==> config.mk <==
export PLATFORM = sky130hd
export DESIGN_NAME = kb_ascii_fifo_flat
export DESIGN_NICKNAME = d
export VERILOG_FILES = /design/src/rtl/kb_ascii_fifo_if.sv /design/src/rtl/kb_ascii_fifo.sv /design/src/flat_wrapper.sv
export SDC_FILE = /design/constraint.sdc
export NUM_CORES = 1
export LEC_CHECK = 0
export ABC_CLOCK_PERIOD_IN_PS = 5000
export CORE_ASPECT_RATIO = 0.7
export CORE_MARGIN = 5
export CORE_UTILIZATION = 35
export CTS_BUF_LIST = sky130_fd_sc_hd__clkbuf_4
export CTS_CLUSTER_DIAMETER = 50
export DETAILED_ROUTE_END_ITERATION = 8
export PLACE_DENSITY = 0.53
export SLEW_MARGIN = 20
export SYNTH_ARGS = -nofsm -noshare
export SYNTH_HDL_FRONTEND = slang
export SYNTH_SLANG_ARGS = --single-unit
==> constraint.sdc <==
create_clock -name clk -period 5 [get_ports clk]
set_input_delay 0.5 -clock clk [delete_from_list [all_inputs] [get_ports clk]]
set_output_delay 0.5 -clock clk [all_outputs]
set_load 0.02 [all_outputs]
==> src/rtl/kb_ascii_fifo_if.sv <==
// kb_ascii_fifo_if: scan-code input, FIFO read and status bundle for the keyboard ASCII FIFO
interface kb_ascii_fifo_if #(parameter int ADDR_W = 3);
    logic [7:0]      scan_code;
    logic            scan_valid;
    logic            rd;
    logic [7:0]      ascii_out;
    logic            empty;
    logic            full;
    logic [ADDR_W:0] count;
    logic            overflow;
    logic            shift_active;
    modport master (output scan_code, scan_valid, rd,
                    input  ascii_out, empty, full, count, overflow, shift_active);
    modport slave  (input  scan_code, scan_valid, rd,
                    output ascii_out, empty, full, count, overflow, shift_active);
endinterface

==> src/rtl/kb_ascii_fifo.sv <==
// kb_ascii_fifo: PS/2 set-2 scan codes to ASCII with prefix/shift tracking, buffered in a show-ahead FIFO
module kb_ascii_fifo #(
    parameter int         ADDR_W        = 3,
    parameter logic [7:0] ERR_CHAR      = 8'h2A,
    parameter bit         PUSH_UNMAPPED = 1'b1
) (
    input logic             clk,
    input logic             reset_n,
    kb_ascii_fifo_if.slave  bus
);
    typedef enum logic [1:0] {IDLE, BRK, EXT, EXT_BRK} state_t;
    state_t          state, state_nx;
    logic            shift_l, shift_r, shift_l_nx, shift_r_nx;
    logic [7:0]      ch, dec, push_data;
    logic            hit, push, do_rd, do_wr;
    logic [7:0]      mem [0:(1<<ADDR_W)-1];
    logic [ADDR_W-1:0] wp, rp;
    logic [ADDR_W:0] cnt;
    logic            ovf;
    assign bus.shift_active = shift_l | shift_r;
    assign bus.count        = cnt;
    assign bus.empty        = cnt == '0;
    assign bus.full         = cnt[ADDR_W];
    assign bus.overflow     = ovf;
    assign bus.ascii_out    = bus.empty ? 8'h00 : mem[rp];
    assign dec   = (ch >= 8'h61 && ch <= 8'h7A && bus.shift_active) ? ch - 8'h20 : ch;
    assign do_rd = bus.rd && !bus.empty;
    assign do_wr = push && (!bus.full || do_rd);
    // Make-code lookup; letters come out lowercase and are lifted when shift is held
    always_comb begin
        hit = 1'b1;
        ch  = ERR_CHAR;
        case (bus.scan_code)
            8'h45: ch = 8'h30;
            8'h16: ch = 8'h31;
            8'h1E: ch = 8'h32;
            8'h26: ch = 8'h33;
            8'h25: ch = 8'h34;
            8'h2E: ch = 8'h35;
            8'h36: ch = 8'h36;
            8'h3D: ch = 8'h37;
            8'h3E: ch = 8'h38;
            8'h46: ch = 8'h39;
            8'h1C: ch = 8'h61;
            8'h32: ch = 8'h62;
            8'h21: ch = 8'h63;
            8'h23: ch = 8'h64;
            8'h24: ch = 8'h65;
            8'h2B: ch = 8'h66;
            8'h34: ch = 8'h67;
            8'h33: ch = 8'h68;
            8'h43: ch = 8'h69;
            8'h3B: ch = 8'h6A;
            8'h42: ch = 8'h6B;
            8'h4B: ch = 8'h6C;
            8'h3A: ch = 8'h6D;
            8'h31: ch = 8'h6E;
            8'h44: ch = 8'h6F;
            8'h4D: ch = 8'h70;
            8'h15: ch = 8'h71;
            8'h2D: ch = 8'h72;
            8'h1B: ch = 8'h73;
            8'h2C: ch = 8'h74;
            8'h3C: ch = 8'h75;
            8'h2A: ch = 8'h76;
            8'h1D: ch = 8'h77;
            8'h22: ch = 8'h78;
            8'h35: ch = 8'h79;
            8'h1A: ch = 8'h7A;
            8'h29: ch = 8'h20;
            8'h66: ch = 8'h08;
            8'h5A: ch = 8'h0D;
            default: hit = 1'b0;
        endcase
    end
    // Prefix FSM: tracks break/extended prefixes and shift keys, decides what gets pushed
    always_comb begin
        state_nx   = state;
        shift_l_nx = shift_l;
        shift_r_nx = shift_r;
        push       = 1'b0;
        push_data  = dec;
        if (bus.scan_valid) begin
            case (state)
                IDLE: begin
                    if (bus.scan_code == 8'hF0) state_nx = BRK;
                    else if (bus.scan_code == 8'hE0) state_nx = EXT;
                    else if (bus.scan_code == 8'h12) shift_l_nx = 1'b1;
                    else if (bus.scan_code == 8'h59) shift_r_nx = 1'b1;
                    else push = hit || PUSH_UNMAPPED;
                end
                BRK: begin
                    shift_l_nx = (bus.scan_code == 8'h12) ? 1'b0 : shift_l;
                    shift_r_nx = (bus.scan_code == 8'h59) ? 1'b0 : shift_r;
                    state_nx   = IDLE;
                end
                EXT: begin
                    state_nx  = (bus.scan_code == 8'hF0) ? EXT_BRK : IDLE;
                    push      = bus.scan_code == 8'h5A;
                    push_data = 8'h0D;
                end
                default: state_nx = IDLE;
            endcase
        end
    end
    // Control state, pointers, occupancy and the one-cycle overflow pulse
    always_ff @(posedge clk or negedge reset_n) begin
        if (!reset_n) begin
            state   <= IDLE;
            shift_l <= 1'b0;
            shift_r <= 1'b0;
            wp      <= '0;
            rp      <= '0;
            cnt     <= '0;
            ovf     <= 1'b0;
        end else begin
            state   <= state_nx;
            shift_l <= shift_l_nx;
            shift_r <= shift_r_nx;
            wp      <= do_wr ? wp + 1'b1 : wp;
            rp      <= do_rd ? rp + 1'b1 : rp;
            cnt     <= cnt + {{ADDR_W{1'b0}}, do_wr} - {{ADDR_W{1'b0}}, do_rd};
            ovf     <= push && bus.full && !do_rd;
        end
    end
    // Character storage; contents need no reset since occupancy gates visibility
    always_ff @(posedge clk) begin
        if (do_wr) mem[wp] <= push_data;
    end
endmodule

==> src/flat_wrapper.sv <==
// flat-port wrapper written by rule: the top's interface ports become plain ports
module kb_ascii_fifo_flat 
#(
    parameter int         ADDR_W        = 3,
    parameter logic [7:0] ERR_CHAR      = 8'h2A,
    parameter bit         PUSH_UNMAPPED = 1'b1
)
  (clk, reset_n, bus_scan_code, bus_scan_valid, bus_rd, bus_ascii_out, bus_empty, bus_full, bus_count, bus_overflow, bus_shift_active);
  kb_ascii_fifo_if #(.ADDR_W(ADDR_W)) bus_i ();
  input logic clk;
  input logic reset_n;
  input wire logic [$bits(bus_i.scan_code)-1:0] bus_scan_code;
  input wire logic [$bits(bus_i.scan_valid)-1:0] bus_scan_valid;
  input wire logic [$bits(bus_i.rd)-1:0] bus_rd;
  output wire logic [$bits(bus_i.ascii_out)-1:0] bus_ascii_out;
  output wire logic [$bits(bus_i.empty)-1:0] bus_empty;
  output wire logic [$bits(bus_i.full)-1:0] bus_full;
  output wire logic [$bits(bus_i.count)-1:0] bus_count;
  output wire logic [$bits(bus_i.overflow)-1:0] bus_overflow;
  output wire logic [$bits(bus_i.shift_active)-1:0] bus_shift_active;
  assign bus_i.scan_code = bus_scan_code;
  assign bus_i.scan_valid = bus_scan_valid;
  assign bus_i.rd = bus_rd;
  assign bus_ascii_out = bus_i.ascii_out;
  assign bus_empty = bus_i.empty;
  assign bus_full = bus_i.full;
  assign bus_count = bus_i.count;
  assign bus_overflow = bus_i.overflow;
  assign bus_shift_active = bus_i.shift_active;
  kb_ascii_fifo #(.ADDR_W(ADDR_W), .ERR_CHAR(ERR_CHAR), .PUSH_UNMAPPED(PUSH_UNMAPPED)) u_core (.clk(clk), .reset_n(reset_n), .bus(bus_i));
endmodule
==> results.json <==
{
  "setup_viol": 0,
  "peakVddDrop_mv": 0.235,
  "clk_path_buf_depth": 2,
  "comb_power_share": 0.365,
  "min-delay-path-class": "input port to asynchronous set/reset pin",
  "postRouteAntennaNets": 0,
  "core.rowCount": 33,
  "grtUsageTotal": 0.139,
  "top_signal_layer_used": "met4",
  "setup_repair_after_global_routing_missed_its_margin": "no",
  "finalHoldWorstSlack_ns": 0.479,
  "floorplan.die.height_um": 103,
  "reg2reg_depth": 11,
  "power.share.sequential": 0.409,
  "cts.sinks": 79,
  "totalWireLength_mm": 9.69,
  "ys_seq_area_frac": 0.535,
  "utilization_of_the_core_after_routing": 0.415,
  "cts_buffers": 9,
  "initial_core_util": 0.362,
  "first_global_vias": 2779,
  "synth-async-reset-ratio": 0.190,
  "synth.lib_cells_used.distinct": 60,
  "layout.nets": 390,
  "worst-slew-pin-transition_ns": 0.894,
  "layout_min_cycle_time_ns": 3.56,
  "core_outline_area_um2": 11900,
  "holdBufCountCts": 0,
  "slew_violations": 0,
  "syn-instance-count": 344,
  "postSynthRegisterBits": 79,
  "syn-cell-area_um2": 4290,
  "avgSynthCellArea_um2": 12.5,
  "switchingPower_uw": 755,
  "cellLeakagePower_nw": 1.71,
  "initial_antenna_violation_count": 0,
  "drv.max_cap_violation_count": 0,
  "synth_ff_type": "edfxtp_1",
  "number_of_vias_after_detailed_routing": 2926,
  "dr_wl_met3_um": 679,
  "io-pin-count": 28,
  "path_clk_slew_ns": 0.13,
  "fin_setup_tns_ns": 0,
  "placed_cells": 514,
  "timing.clock.skew_ns": 0.00894,
  "cp-end-kind": "flop",
  "floorplan.die.width_um": 142,
  "route.met2.wl_mm": 4.30,
  "clock.fmax_mhz": 281,
  "drtPass1Iterations": 5,
  "critPathRequiredTime_ns": 5.18,
  "timing.critical_path.from_type": "input port",
  "port_buffers": 27,
  "cts_post_setup_buffers_inserted": 0,
  "dpl-instance-area_um2": 4710,
  "netlist.top_cell.by_area": "edfxtp_1",
  "post_cts.resized_instances": 0,
  "detailed_routing_wirelength_on_met1_mm": 4.58,
  "timing_worst_setup_path_type": "input port to flop",
  "post_drt_via_cell_ratio": 5.52,
  "wire_length_of_the_first_global_routing_pass_mm": 15.4,
  "detail_route.wl_per_cell_um": 18.3,
  "gpl.final_weighted_congestion": 0.912,
  "synth_edf_count": 64,
  "clock-root-buffer": "clkbuf_4",
  "post_synth_net_total": 366,
  "synth.top_cells.by_area": "edfxtp_1 (45%), dfrtp_1 (8.7%), mux4_2 (8.4%)",
  "synthesis.yosys.warnings": 0,
  "post-synth-top-area-fraction": 0.448,
  "antennaDiodeCount": 0,
  "p_int_mw": 1.56,
  "powerDensity_nw_per_um2": 471,
  "timing_hold_violations_final": 0,
  "ctsHtreeMaxLevel": 3,
  "data_arrival_time_at_the_worst_slack_endpoint_ns": 3.74,
  "grt_remaining_overflow": 0,
  "largest_net_degree_at_the_start_of_global_routing": 23,
  "tritoncts": "built",
  "drt_iter0_drc": 241,
  "slew-limit-headroom": 0.402,
  "netSwitchingFraction": 0.326,
  "drive_above_1_share": 0.145,
  "overall_die_area_um2": 14600,
  "largest_driver_fanout_on_the_critical_path": 22,
  "final-instance-count-excl-fill": 530,
  "drc": 0,
  "post-route-cell-area_um2": 4920,
  "clkLatencyLatePin_ns": 0.42,
  "outcome": "finished clean",
  "syn_to_final_growth_pct": 14.6,
  "final.period_utilization": 0.712,
  "place_hpwl_mm": 6.83,
  "clkPwrFrac": 0.226
}
## layout by cell type, fill, tap and decap left out, types with 4 or more instances in the layout
cell	netlist	routed
o22ai_1	4	4
nand3_1	9	9
inv_1	17	17
nand4_1	5	5
nor2b_1	7	7
nand2_1	24	24
clkbuf_4	0	9
xnor2_1	6	6
o21ai_0	9	9
dfrtp_1	15	15
buf_4	7	12
nor2_1	22	22
clkdlybuf4s50_1	0	27
edfxtp_1	64	64
nand2b_1	5	5
mux2i_1	12	12
a21oi_1	8	8
mux4_2	16	16
xor2_1	6	6
and3_1	5	5
ha_1	9	9
a31oi_1	4	4
a32oi_1	5	5
nor3_1	14	14
nor3b_1	8	8
bufinv_16	0	4
## per-stage QoR
step	setup WS [ns]	power [mW]
finish	1.44	2.32
global route	1.14	2.47
CTS	1.51	2.36
detailed placement	1.07	1.83
global placement	1.23	1.82
floorplan	2.03	1.51
## power groups by stage
stage | clock network [mW] | logic [mW] | registers, mW
after floorplan | 0 | 0.608 | 0.899
after global routing | 0.571 | 0.933 | 0.968
after global placement | 0 | 0.854 | 0.965
after detailed placement | 0 | 0.858 | 0.968
after CTS | 0.542 | 0.860 | 0.954
final | 0.523 | 0.846 | 0.948
## path summary, 6_finish.rpt
check                                    start  slack, ns             endpoint
setup / recovery              bus_scan_code[4]       1.44     u_core.mem[7][5]
hold / removal                         reset_n       0.48  u_core.bus.count[2]
setup reg to reg           u_core.bus.count[3]       2.21  u_core.bus.count[2]
hold reg to reg                   u_core.wp[0]       0.53         u_core.wp[0]
max in group asynchronous              reset_n       4.08       u_core.shift_l
min in group clk                  u_core.wp[0]       0.53         u_core.wp[0]
## critical path, cell delays in order
cell             delay [ns]
clkdlybuf4s50_1        0.93
nor4b_2                0.84
inv_1                  0.14
nor2_1                 0.21
a2111o_1               0.17
nand4b_4               0.16
ha_1                   0.16
o211a_1                0.21
xnor2_1                0.07
nor2_1                 0.34
## cell families (layout without fill, tap and decap cells)
family,Yosys count,after routing,synth area share
simple gates,120,120,0.159
flops,79,79,0.535
compound gates,50,50,0.0848
buf+inv,43,72,0.0481
mux,30,30,0.117
xor+xnor,12,12,0.0245
fa+ha+maj,10,10,0.0309
## area by class of cell
cell class	instances	area [um2]
well taps	157	196
multi-input cells	222	1790
fillers	1087	6930
clock buffers	9	67.6
repair buffers	39	360
inverters	17	63.8
flip-flops and latches	79	2300
clock inverters	7	145
## routing by layer
layer / global-route usage / up-vias
met1: 0.199 / 1442
met4: 0.0438 / 0
met2: 0.210 / 116
li1: - / 1359
met5: 0 / -
met3: 0.0352 / 9
## synth_stat cells, drive strengths merged, types with 6 or more instances
library cell,n
nor3,14
nand2,24
ha,9
mux2i,12
edfxtp,64
nand3,9
xor2,6
dfrtp,15
mux4,16
xnor2,6
a21oi,8
nor2,22
o21ai,9
inv,17
nor2b,7
nor3b,9
buf,18
clkbuf,8
## sequential cells by signal, summed over array words and instances (netlist names)
signal,flops
u_core.mem,64
u_core.bus.count,4
u_core.rp,3
u_core.wp,3
u_core.state,2
u_core.bus.overflow,1
u_core.shift_l,1
u_core.shift_r,1
(Power assumes the default switching activity.)
